===== config.mk =====
export PLATFORM = sky130hd
export DESIGN_NAME = sa_fifo_ctrl_19x4_flat
export DESIGN_NICKNAME = d
export VERILOG_FILES = /design/src/rtl/sa_fifo_ctrl_19x4_if.sv /design/src/rtl/sa_fifo_ctrl_19x4.sv /design/src/flat_wrapper.sv
export SDC_FILE = /design/constraint.sdc
export NUM_CORES = 1
export LEC_CHECK = 0
export ABC_CLOCK_PERIOD_IN_PS = 2400
export CAP_MARGIN = 30
export CELL_PAD_IN_SITES_DETAIL_PLACEMENT = 2
export CELL_PAD_IN_SITES_GLOBAL_PLACEMENT = 2
export CORE_MARGIN = 2
export CORE_UTILIZATION = 16
export DETAILED_ROUTE_END_ITERATION = 8
export PLACE_DENSITY = 0.86
export SLEW_MARGIN = 40
export SYNTH_ARGS = -nofsm -noshare
export SYNTH_HDL_FRONTEND = slang
export SYNTH_SLANG_ARGS = --single-unit

===== constraint.sdc =====
create_clock -name clk -period 2.4 [get_ports clk]
set_input_delay 0.72 -clock clk [delete_from_list [all_inputs] [get_ports clk]]
set_output_delay 0.72 -clock clk [all_outputs]
set_load 0.02 [all_outputs]

===== src/rtl/sa_fifo_ctrl_19x4_if.sv =====
// sa_fifo_ctrl_19x4_if: producer/consumer handshakes, external RAM port
// bus and power bus for the 19x4 FIFO controller.
//
// Handshake semantics (both wr_* and rd_* pipes): a beat transfers on a
// rising clk edge where pvld and prdy are both 1. A source that raises
// pvld holds it and its payload stable until that transfer; prdy may
// change freely and never depends combinationally on pvld of the same pipe.
//
// Modports:
//   slave  - the FIFO controller (accepts from the producer, serves the
//            consumer, drives the RAM ports).
//   master - the surroundings (producer, consumer and the RAM macro).
interface sa_fifo_ctrl_19x4_if;

  // Producer pipe
  logic        wr_pvld;
  logic        wr_prdy;
  logic [3:0]  wr_pd;

  // Consumer pipe
  logic        rd_pvld;
  logic        rd_prdy;
  logic [3:0]  rd_pd;

  // RAM read port (registered address, registered output)
  logic [4:0]  ram_ra;
  logic        ram_re;
  logic        ram_ore;
  logic [3:0]  ram_dout;

  // RAM write port and output-register bypass
  logic [4:0]  ram_wa;
  logic        ram_we;
  logic [3:0]  ram_di;
  logic        ram_byp_sel;
  logic [3:0]  ram_dbyp;

  // Power bus
  logic [31:0] pwrbus_ram_pd;
  logic [31:0] ram_pwrbus_ram_pd;

  modport slave (
    input  wr_pvld, wr_pd, rd_prdy, ram_dout, pwrbus_ram_pd,
    output wr_prdy, rd_pvld, rd_pd,
    output ram_ra, ram_re, ram_ore,
    output ram_wa, ram_we, ram_di, ram_byp_sel, ram_dbyp,
    output ram_pwrbus_ram_pd
  );

  modport master (
    output wr_pvld, wr_pd, rd_prdy, ram_dout, pwrbus_ram_pd,
    input  wr_prdy, rd_pvld, rd_pd,
    input  ram_ra, ram_re, ram_ore,
    input  ram_wa, ram_we, ram_di, ram_byp_sel, ram_dbyp,
    input  ram_pwrbus_ram_pd
  );

endinterface


===== src/rtl/sa_fifo_ctrl_19x4.sv =====
// sa_fifo_ctrl_19x4: valid/ready FIFO controller for an external 19x4
// two-port RAM with registered read address and registered output.
// The two-stage RAM read (address latch, then output register) is
// sequenced so the block behaves as a 20-entry FIFO: 19 entries in RAM
// plus one in the RAM output register, which is the FIFO output stage.
//
// Optional feature macro: SA_FIFO_CTRL_BYPASS_EN
//   defined   - a write into a completely empty FIFO whose output stage is
//               free goes straight into the RAM output register through
//               the bypass path (1-cycle push-to-valid latency).
//   undefined - ram_byp_sel is tied to 0; every beat goes through the RAM
//               (3-cycle push-to-valid latency).
module sa_fifo_ctrl_19x4 (
  input  logic                 clk,
  input  logic                 rst,
  sa_fifo_ctrl_19x4_if.slave   bus
);

  localparam int DEPTH = 19;
  localparam int AW    = 5;
  localparam int DW    = 4;

  localparam logic [AW-1:0] PTR_LAST  = AW'(DEPTH - 1);
  localparam logic [AW-1:0] USED_FULL = AW'(DEPTH);

  // State
  logic [AW-1:0] wptr_q, wptr_d;     // next RAM write address
  logic [AW-1:0] rptr_q, rptr_d;     // next RAM read address to issue
  logic [AW-1:0] used_q, used_d;     // entries in RAM not yet captured by ore
  logic          s1_vld_q, s1_vld_d; // RAM holds a latched read address
  logic          rd_pvld_q, rd_pvld_d;

  // Datapath control
  logic          out_free;  // output register can take a new entry
  logic          wr_prdy_c;
  logic          wr_acc;    // producer beat accepted this cycle
  logic          byp;       // accepted beat goes through the bypass path
  logic          ore;       // load the RAM output register
  logic          we;        // write the accepted beat into RAM
  logic [AW-1:0] pend;      // entries in RAM whose address is not yet issued
  logic          re;        // issue the next read address

  // Handshake decode and RAM port control.
  always_comb begin
    out_free  = !rd_pvld_q | bus.rd_prdy;
    wr_prdy_c = !rst & (used_q < USED_FULL);
    wr_acc    = bus.wr_pvld & wr_prdy_c;
`ifdef SA_FIFO_CTRL_BYPASS_EN
    // Only when nothing is stored in RAM or in flight can a new beat skip
    // the RAM without overtaking older data.
    byp       = wr_acc & (used_q == '0) & !s1_vld_q & out_free;
`else
    byp       = 1'b0;
`endif
    ore       = (s1_vld_q & out_free) | byp;
    we        = wr_acc & !byp;
    pend      = used_q - {{(AW-1){1'b0}}, s1_vld_q};
    // A new address may only be latched when the previous one is consumed
    // on this edge (or there is none), otherwise its data would be lost.
    re        = (pend != '0) & (!s1_vld_q | ore);
  end

  // Next-state computation for pointers, occupancy and pipeline valids.
  always_comb begin
    wptr_d    = wptr_q;
    rptr_d    = rptr_q;
    s1_vld_d  = s1_vld_q;
    used_d    = used_q;
    rd_pvld_d = rd_pvld_q;

    if (we) begin
      wptr_d = (wptr_q == PTR_LAST) ? '0 : wptr_q + AW'(1);
    end
    if (re) begin
      rptr_d = (rptr_q == PTR_LAST) ? '0 : rptr_q + AW'(1);
    end

    s1_vld_d  = re | (s1_vld_q & !ore);
    // Bypass beats never occupy RAM, so only RAM-sourced ore frees a slot.
    used_d    = used_q + {{(AW-1){1'b0}}, we}
                       - {{(AW-1){1'b0}}, (ore & !byp)};
    rd_pvld_d = ore | (rd_pvld_q & !bus.rd_prdy);
  end

  // State registers with asynchronous reset.
  always_ff @(posedge clk or posedge rst) begin
    if (rst) begin
      wptr_q    <= '0;
      rptr_q    <= '0;
      used_q    <= '0;
      s1_vld_q  <= 1'b0;
      rd_pvld_q <= 1'b0;
    end else begin
      wptr_q    <= wptr_d;
      rptr_q    <= rptr_d;
      used_q    <= used_d;
      s1_vld_q  <= s1_vld_d;
      rd_pvld_q <= rd_pvld_d;
    end
  end

  // Output drive: handshakes, RAM ports and power-bus passthrough.
  assign bus.wr_prdy           = wr_prdy_c;
  assign bus.rd_pvld           = rd_pvld_q;
  assign bus.rd_pd             = bus.ram_dout;

  assign bus.ram_ra            = rptr_q;
  assign bus.ram_re            = re;
  assign bus.ram_ore           = ore;

  assign bus.ram_wa            = wptr_q;
  assign bus.ram_we            = we;
  assign bus.ram_di            = bus.wr_pd;
  assign bus.ram_byp_sel       = byp;
  assign bus.ram_dbyp          = bus.wr_pd;

  assign bus.ram_pwrbus_ram_pd = bus.pwrbus_ram_pd;

  // Structural invariants of the read pipeline and occupancy counter.
  a_re_protects_latch : assert property (
    @(posedge clk) disable iff (rst) (re & s1_vld_q) |-> ore);
  a_used_bounded : assert property (
    @(posedge clk) disable iff (rst) used_q <= USED_FULL);
  a_ptrs_in_range : assert property (
    @(posedge clk) disable iff (rst) (wptr_q <= PTR_LAST) && (rptr_q <= PTR_LAST));

endmodule


===== src/flat_wrapper.sv =====
// flat-port wrapper written by rule: the top's interface ports become plain ports
module sa_fifo_ctrl_19x4_flat 
  (clk, rst, bus_wr_pvld, bus_wr_pd, bus_rd_prdy, bus_ram_dout, bus_pwrbus_ram_pd, bus_wr_prdy, bus_rd_pvld, bus_rd_pd, bus_ram_ra, bus_ram_re, bus_ram_ore, bus_ram_wa, bus_ram_we, bus_ram_di, bus_ram_byp_sel, bus_ram_dbyp, bus_ram_pwrbus_ram_pd);
  sa_fifo_ctrl_19x4_if bus_i ();
  input  logic clk;
  input  logic rst;
  input wire logic [$bits(bus_i.wr_pvld)-1:0] bus_wr_pvld;
  input wire logic [$bits(bus_i.wr_pd)-1:0] bus_wr_pd;
  input wire logic [$bits(bus_i.rd_prdy)-1:0] bus_rd_prdy;
  input wire logic [$bits(bus_i.ram_dout)-1:0] bus_ram_dout;
  input wire logic [$bits(bus_i.pwrbus_ram_pd)-1:0] bus_pwrbus_ram_pd;
  output wire logic [$bits(bus_i.wr_prdy)-1:0] bus_wr_prdy;
  output wire logic [$bits(bus_i.rd_pvld)-1:0] bus_rd_pvld;
  output wire logic [$bits(bus_i.rd_pd)-1:0] bus_rd_pd;
  output wire logic [$bits(bus_i.ram_ra)-1:0] bus_ram_ra;
  output wire logic [$bits(bus_i.ram_re)-1:0] bus_ram_re;
  output wire logic [$bits(bus_i.ram_ore)-1:0] bus_ram_ore;
  output wire logic [$bits(bus_i.ram_wa)-1:0] bus_ram_wa;
  output wire logic [$bits(bus_i.ram_we)-1:0] bus_ram_we;
  output wire logic [$bits(bus_i.ram_di)-1:0] bus_ram_di;
  output wire logic [$bits(bus_i.ram_byp_sel)-1:0] bus_ram_byp_sel;
  output wire logic [$bits(bus_i.ram_dbyp)-1:0] bus_ram_dbyp;
  output wire logic [$bits(bus_i.ram_pwrbus_ram_pd)-1:0] bus_ram_pwrbus_ram_pd;
  assign bus_i.wr_pvld = bus_wr_pvld;
  assign bus_i.wr_pd = bus_wr_pd;
  assign bus_i.rd_prdy = bus_rd_prdy;
  assign bus_i.ram_dout = bus_ram_dout;
  assign bus_i.pwrbus_ram_pd = bus_pwrbus_ram_pd;
  assign bus_wr_prdy = bus_i.wr_prdy;
  assign bus_rd_pvld = bus_i.rd_pvld;
  assign bus_rd_pd = bus_i.rd_pd;
  assign bus_ram_ra = bus_i.ram_ra;
  assign bus_ram_re = bus_i.ram_re;
  assign bus_ram_ore = bus_i.ram_ore;
  assign bus_ram_wa = bus_i.ram_wa;
  assign bus_ram_we = bus_i.ram_we;
  assign bus_ram_di = bus_i.ram_di;
  assign bus_ram_byp_sel = bus_i.ram_byp_sel;
  assign bus_ram_dbyp = bus_i.ram_dbyp;
  assign bus_ram_pwrbus_ram_pd = bus_i.ram_pwrbus_ram_pd;
  sa_fifo_ctrl_19x4 u_core (.clk(clk), .rst(rst), .bus(bus_i));
endmodule

# Word level (Yosys, flattened, before mapping)
# Cells that the tools add are included.
# totals
regBits	17
input_bits	44
out_inout_bits	60
wordCells	31
# classes
addsub	5
n_lt_le_gt_ge	1
n_eq_ne	2
mux	2
n_bitwise	10
n_reduce_logical	6
# op_table
operator	n
5-bit by 1-bit adder with 5-bit output, second input constant	2
5-bit equality test, second input constant	2
5-bit two-way mux	2
5-bit by 1-bit subtractor with 5-bit output	2
1-bit AND	6
5-bit by 1-bit adder with 5-bit output	1
1-bit zero test	5
5-bit less-than comparator, second input constant	1
5-bit nonzero test	1
1-bit bitwise OR	4

# Depth between registers and ports, before layout
# Gate-level depths: netlist of the first run.
# depth
ltp_word	6
ltp_mapped	13
ltp_nobuf	13

# Least setup slack after synthesis of the first run
# No wires, ideal clock.
# synth_timing
path_kind	input-to-reg
start	in bus_rd_prdy
end	reg u_core.used_q[4]
setup_time_ns	0.079
arrival_time_ns	2.403
t_required_ns	2.321
slack_ns	-0.082
cell_stages	11
n_path_buf	0
cell_sequence	nand2b_1 and2_1 ha_1 inv_1 ha_1 inv_1 fa_1 nor2_1 nor2_1 o21bai_1 xor2_1
# synth_between
elab_chain_len	3
# synth_lines
element	line	source
from (decl)	flat_wrapper.sv:9	input wire logic [$bits(bus_i.rd_prdy)-1:0] bus_rd_prdy;
1-bit bitwise OR	sa_fifo_ctrl_19x4.sv:45	out_free = !rd_pvld_q | bus.rd_prdy;
1-bit AND	sa_fifo_ctrl_19x4.sv:55	ore = (s1_vld_q & out_free) | byp;
net bus_ram_ore	flat_wrapper.sv:17	output wire logic [$bits(bus_i.ram_ore)-1:0] bus_ram_ore;
5-bit by 1-bit subtractor with 5-bit output	sa_fifo_ctrl_19x4.sv:81	- {{(AW-1){1'b0}}, (ore & !byp)};
net u_core.used_d[4]	sa_fifo_ctrl_19x4.sv:29	logic [AW-1:0] used_q, used_d;
to (signal assigned)	sa_fifo_ctrl_19x4.sv:96	used_q <= used_d;
to (decl)	sa_fifo_ctrl_19x4.sv:29	
# The timed path passes the listed nets, and every way through them passes these cells.
# A chain may end at the register's enable or synchronous reset.

# Final worst setup path of the first run
# layout_timing
start	reg u_core.used_q[3]
end	out bus_ram_re
# layout_between
elab_chain_len	3
# layout_lines
element	line	source
5-bit by 1-bit subtractor with 5-bit output	sa_fifo_ctrl_19x4.sv:57	pend = used_q - {{(AW-1){1'b0}}, s1_vld_q};
5-bit nonzero test	sa_fifo_ctrl_19x4.sv:60	re = (pend != '0) & (!s1_vld_q | ore);
1-bit AND	sa_fifo_ctrl_19x4.sv:60	
to (decl)	flat_wrapper.sv:16	output wire logic [$bits(bus_i.ram_re)-1:0] bus_ram_re;
# No other way between the ends.

==> flow_summary.ini, run 1 <==
[run_status]
run_status = complete, but fails checks
violated_checks = negative setup slack

[job]
max_cap_viol_count = 0

[yosys]
synth.yosys.seq_area_share = 0.299
ys_ff_latch = 17
synth_enable_flop_cells = 0
yosysMostFrequentCell = buf_4
syn-num-nets = 206
synth_largest_type_area_fraction = 0.299
ys_warn_count = 0
yosysUniqueCellTypes = 33
yosys.area.top_type = dfrtp_1
synthFlopType = dfrtp_1
synth.top_cells.by_area = dfrtp_1, buf_4, ha_1
netlist_instances = 147
syn-cell-area_um2 = 1420
synthTopCellsByCount = buf_4, dfrtp_1, ha_1
asyncSetResetFlopFracSynth = 1.00
avgSynthCellArea_um2 = 9.69

[setup_path]
crit_path_top_cell_by_count = buf_4
worstSetupStartpointType = flop
worstSetupPathType = reg -> out
critPathRequiredTime_ps = 1680
slowest_stage_cell_crit_path = dfrtp_1
worst-path-max-fanout = 3
worstPathCellList = buf_4 -> buf_4 -> xnor2_2 -> a31oi_2 -> o31a_4 -> buf_6
worstPathArrival_ps = 1710
worst_path_largest_cell_delay_ps = 410
worstSetupEndpointType = output pin

[clock_tree]
clock_tree_from_tritoncts = done
ctsLongestPathBuffers = 2
numClockSinks = 17
cts_inserted_buffers = 3
clk_latency_ps = 270
ctsHoldBuffers = 0
clk_pin_slew_ps = 80
cts-htree-levels = 1
cts.root.buffer_cell = clkbuf_8

[pwr]
power_frac_comb = 0.683
vdd_drop_max_mv = 0.186
total_leakage_power_nw = 0.808
share_seq_of_total_power = 0.224
clkPwrFrac = 0.093
switchingPower_mw = 1.09
power.internal_mw = 1.50
netSwitchingFraction = 0.422
post-layout-total-power_mw = 2.59
power-per-cell-area_nw_per_um2 = 1430

[cells_and_area]
fillerInstances = 991
fin_util = 0.209
area_growth_pct = 27.5
antenna_cells_inserted = 0
drive_above_1_share = 0.455
layout.nets = 214

[floorplan]
num_rows = 34
pin_count = 104
fp.dieH_um = 98.3
coreArea_um2 = 8680
start_util = 0.164
fp.dieArea_um2 = 9670
chipWidth_um = 98.3

[detailed_routing]
total_via_count_in_the_routed_design = 949
detailedRoute.firstIterationViolations = 11
routed_wire_length_per_instance_um = 13.9
routed_via_density = 3.62
wire_length_reported_by_the_detailed_router_um = 3640
drc = 0
drt-pass1-iter-count = 3
antenna_violating_nets_post_route = 0

[grt]
grt.total_usage = 0.0772
grt_start_max_net_pins = 18
grt_pass1_vias = 1114
grt_first_pass_wirelength_um = 5800
initial_antenna_violation_count = 0
grt.overflow.total = 0

[timing]
finalSetupViolCount = 1
setup_ws_ps = -28.8
rsz0062_at_grt = yes
fmax_ghz = 0.412
timing.final.hold_violations = 0
post-route-min-period_ps = 2430
tns_ps = -28.8
final-max-slew-violation-count = 0
fin_skew_ps = 1.36
layout_worst_path_cycle_share = 1.01

[placement]
dp_hpwl_um = 2570
placement.setup.worst_slack_ps = -616
gp_routability_congestion = 0.713
numPortBuffers = 18

[worst_hold_path]
hold_path.class = reg -> reg
## kinds of logic after synthesis
kind of cell,after synthesis,share of synthesized area
AOI/OAI and AO/OA,16,0.0975
xor gates and xnor gates,7,0.0431
adders and majority gates,15,0.137
buffers and inverters,58,0.272
DFF,17,0.299
muxes,4,0.0395
other,1,0.00263
and+or+nand+nor,29,0.110
## metrics by stage
step	instance area, µm²	hold WS, ps	cells
2_1_floorplan	1440	486	147
3_3_place_gp	1560	501	247
3_5_place_dp	1560	513	247
4_1_cts	1770	524	259
5_1_grt	1820	546	262
6_report	1820	521	262
## area by class of cell
class,count,area (µm²),share of cell area
multi-input cells,72,749,0.413
well taps,108,135,0.0744
inverters,13,53.8,0.0296
clock buffers,3,41.3,0.0227
flip-flops and latches,17,425,0.234
clock inverters,1,5.00,0.00276
repair buffers,48,405,0.223
## layer usage
| metal | vias to the layer above | global-route usage | routed length [µm] |
|---|---|---|---|
| met5 | - | 0 | 0 |
| met4 | 0 | 0.0295 | 57 |
| met3 | 4 | 0.0251 | 175 |
| met2 | 11 | 0.148 | 2040 |
| met1 | 484 | 0.0761 | 1360 |
| li1 | 450 | - | - |
## repair_timing
action | CTS | global route
setup buffers | 9 | 3
pin swaps | 13 | 10
gates cloned | 0 | 0
endpoints found under the setup margin | 8 | 4
resized for setup | 40 | 5
## final timing paths
path                                      start                   end  slack [ps]  cells past startpoint
max                            u_core.used_q[3]            bus_ram_re         -30                      6
min                        u_core.bus.ram_wa[4]  u_core.bus.ram_wa[4]         520                      1
max reg2reg                    u_core.used_q[3]      u_core.used_q[4]          60                     14
min reg2reg                u_core.bus.ram_wa[4]  u_core.bus.ram_wa[4]         520                      1
max in group asynchronous                   rst  u_core.bus.ram_wa[4]        1550                      3
min in group asynchronous                   rst      u_core.used_q[3]         650                      3
## worst max-delay path: cells and delay by family (launching register included)
family                 cells  cell delay (ps)
flip-flops                 1              410
buffers and inverters      3              410
AO/OA/AOI/OAI              2              450
XOR/XNOR                   1              170
## registers in the layout, summed over array words and instances (netlist names)
signal,flops
u_core.used_q,5
u_core.bus.ram_ra,5
u_core.bus.ram_wa,5
u_core.bus.rd_pvld,1
u_core.s1_vld_q,1
## cells in the final DEF (no fill, tap or decap), types with 2 or more instances in the layout
cell type        instances
and3_1                   2
and4bb_2                 2
buf_4                   29
buf_6                    3
clkbuf_8                 3
clkdlybuf4s50_1         11
dfrtp_1                 17
dlygate4sd2_1            5
ha_1                     7
ha_4                     6
inv_1                    7
inv_2                    4
inv_4                    2
mux2_4                   3
nand2_1                  4
nor2_1                   7
nor2_2                   2
nor2b_1                  2
o21a_1                   2
o21ai_0                  2
o31ai_1                  3
xnor2_2                  2
xor2_1                   4
## power groups by stage
| stage | clock, mW | combinational, mW | sequential, mW |
|---|---|---|---|
| finish | 0.240 | 1.77 | 0.580 |
| global route | 0.259 | 1.94 | 0.613 |
| CTS | 0.244 | 1.67 | 0.587 |
| detailed placement | 0 | 1.38 | 0.582 |
| global placement | 0 | 1.29 | 0.565 |
| floorplan | 0 | 0.774 | 0.653 |
No activity file was read; power rests on OpenSTA's default activity.
==> inputs of run 2 (changes only) <==
--- a/config.mk
+++ b/config.mk
@@ -11,6 +11,7 @@
 export CELL_PAD_IN_SITES_GLOBAL_PLACEMENT = 2
 export CORE_MARGIN = 2
 export CORE_UTILIZATION = 16
+export CTS_BUF_LIST = sky130_fd_sc_hd__clkbuf_8 sky130_fd_sc_hd__clkbuf_16
 export DETAILED_ROUTE_END_ITERATION = 8
 export PLACE_DENSITY = 0.86
 export SLEW_MARGIN = 40
==> results of run 2 <==
Final layout, timing and power as in run 1 (identical DEF).
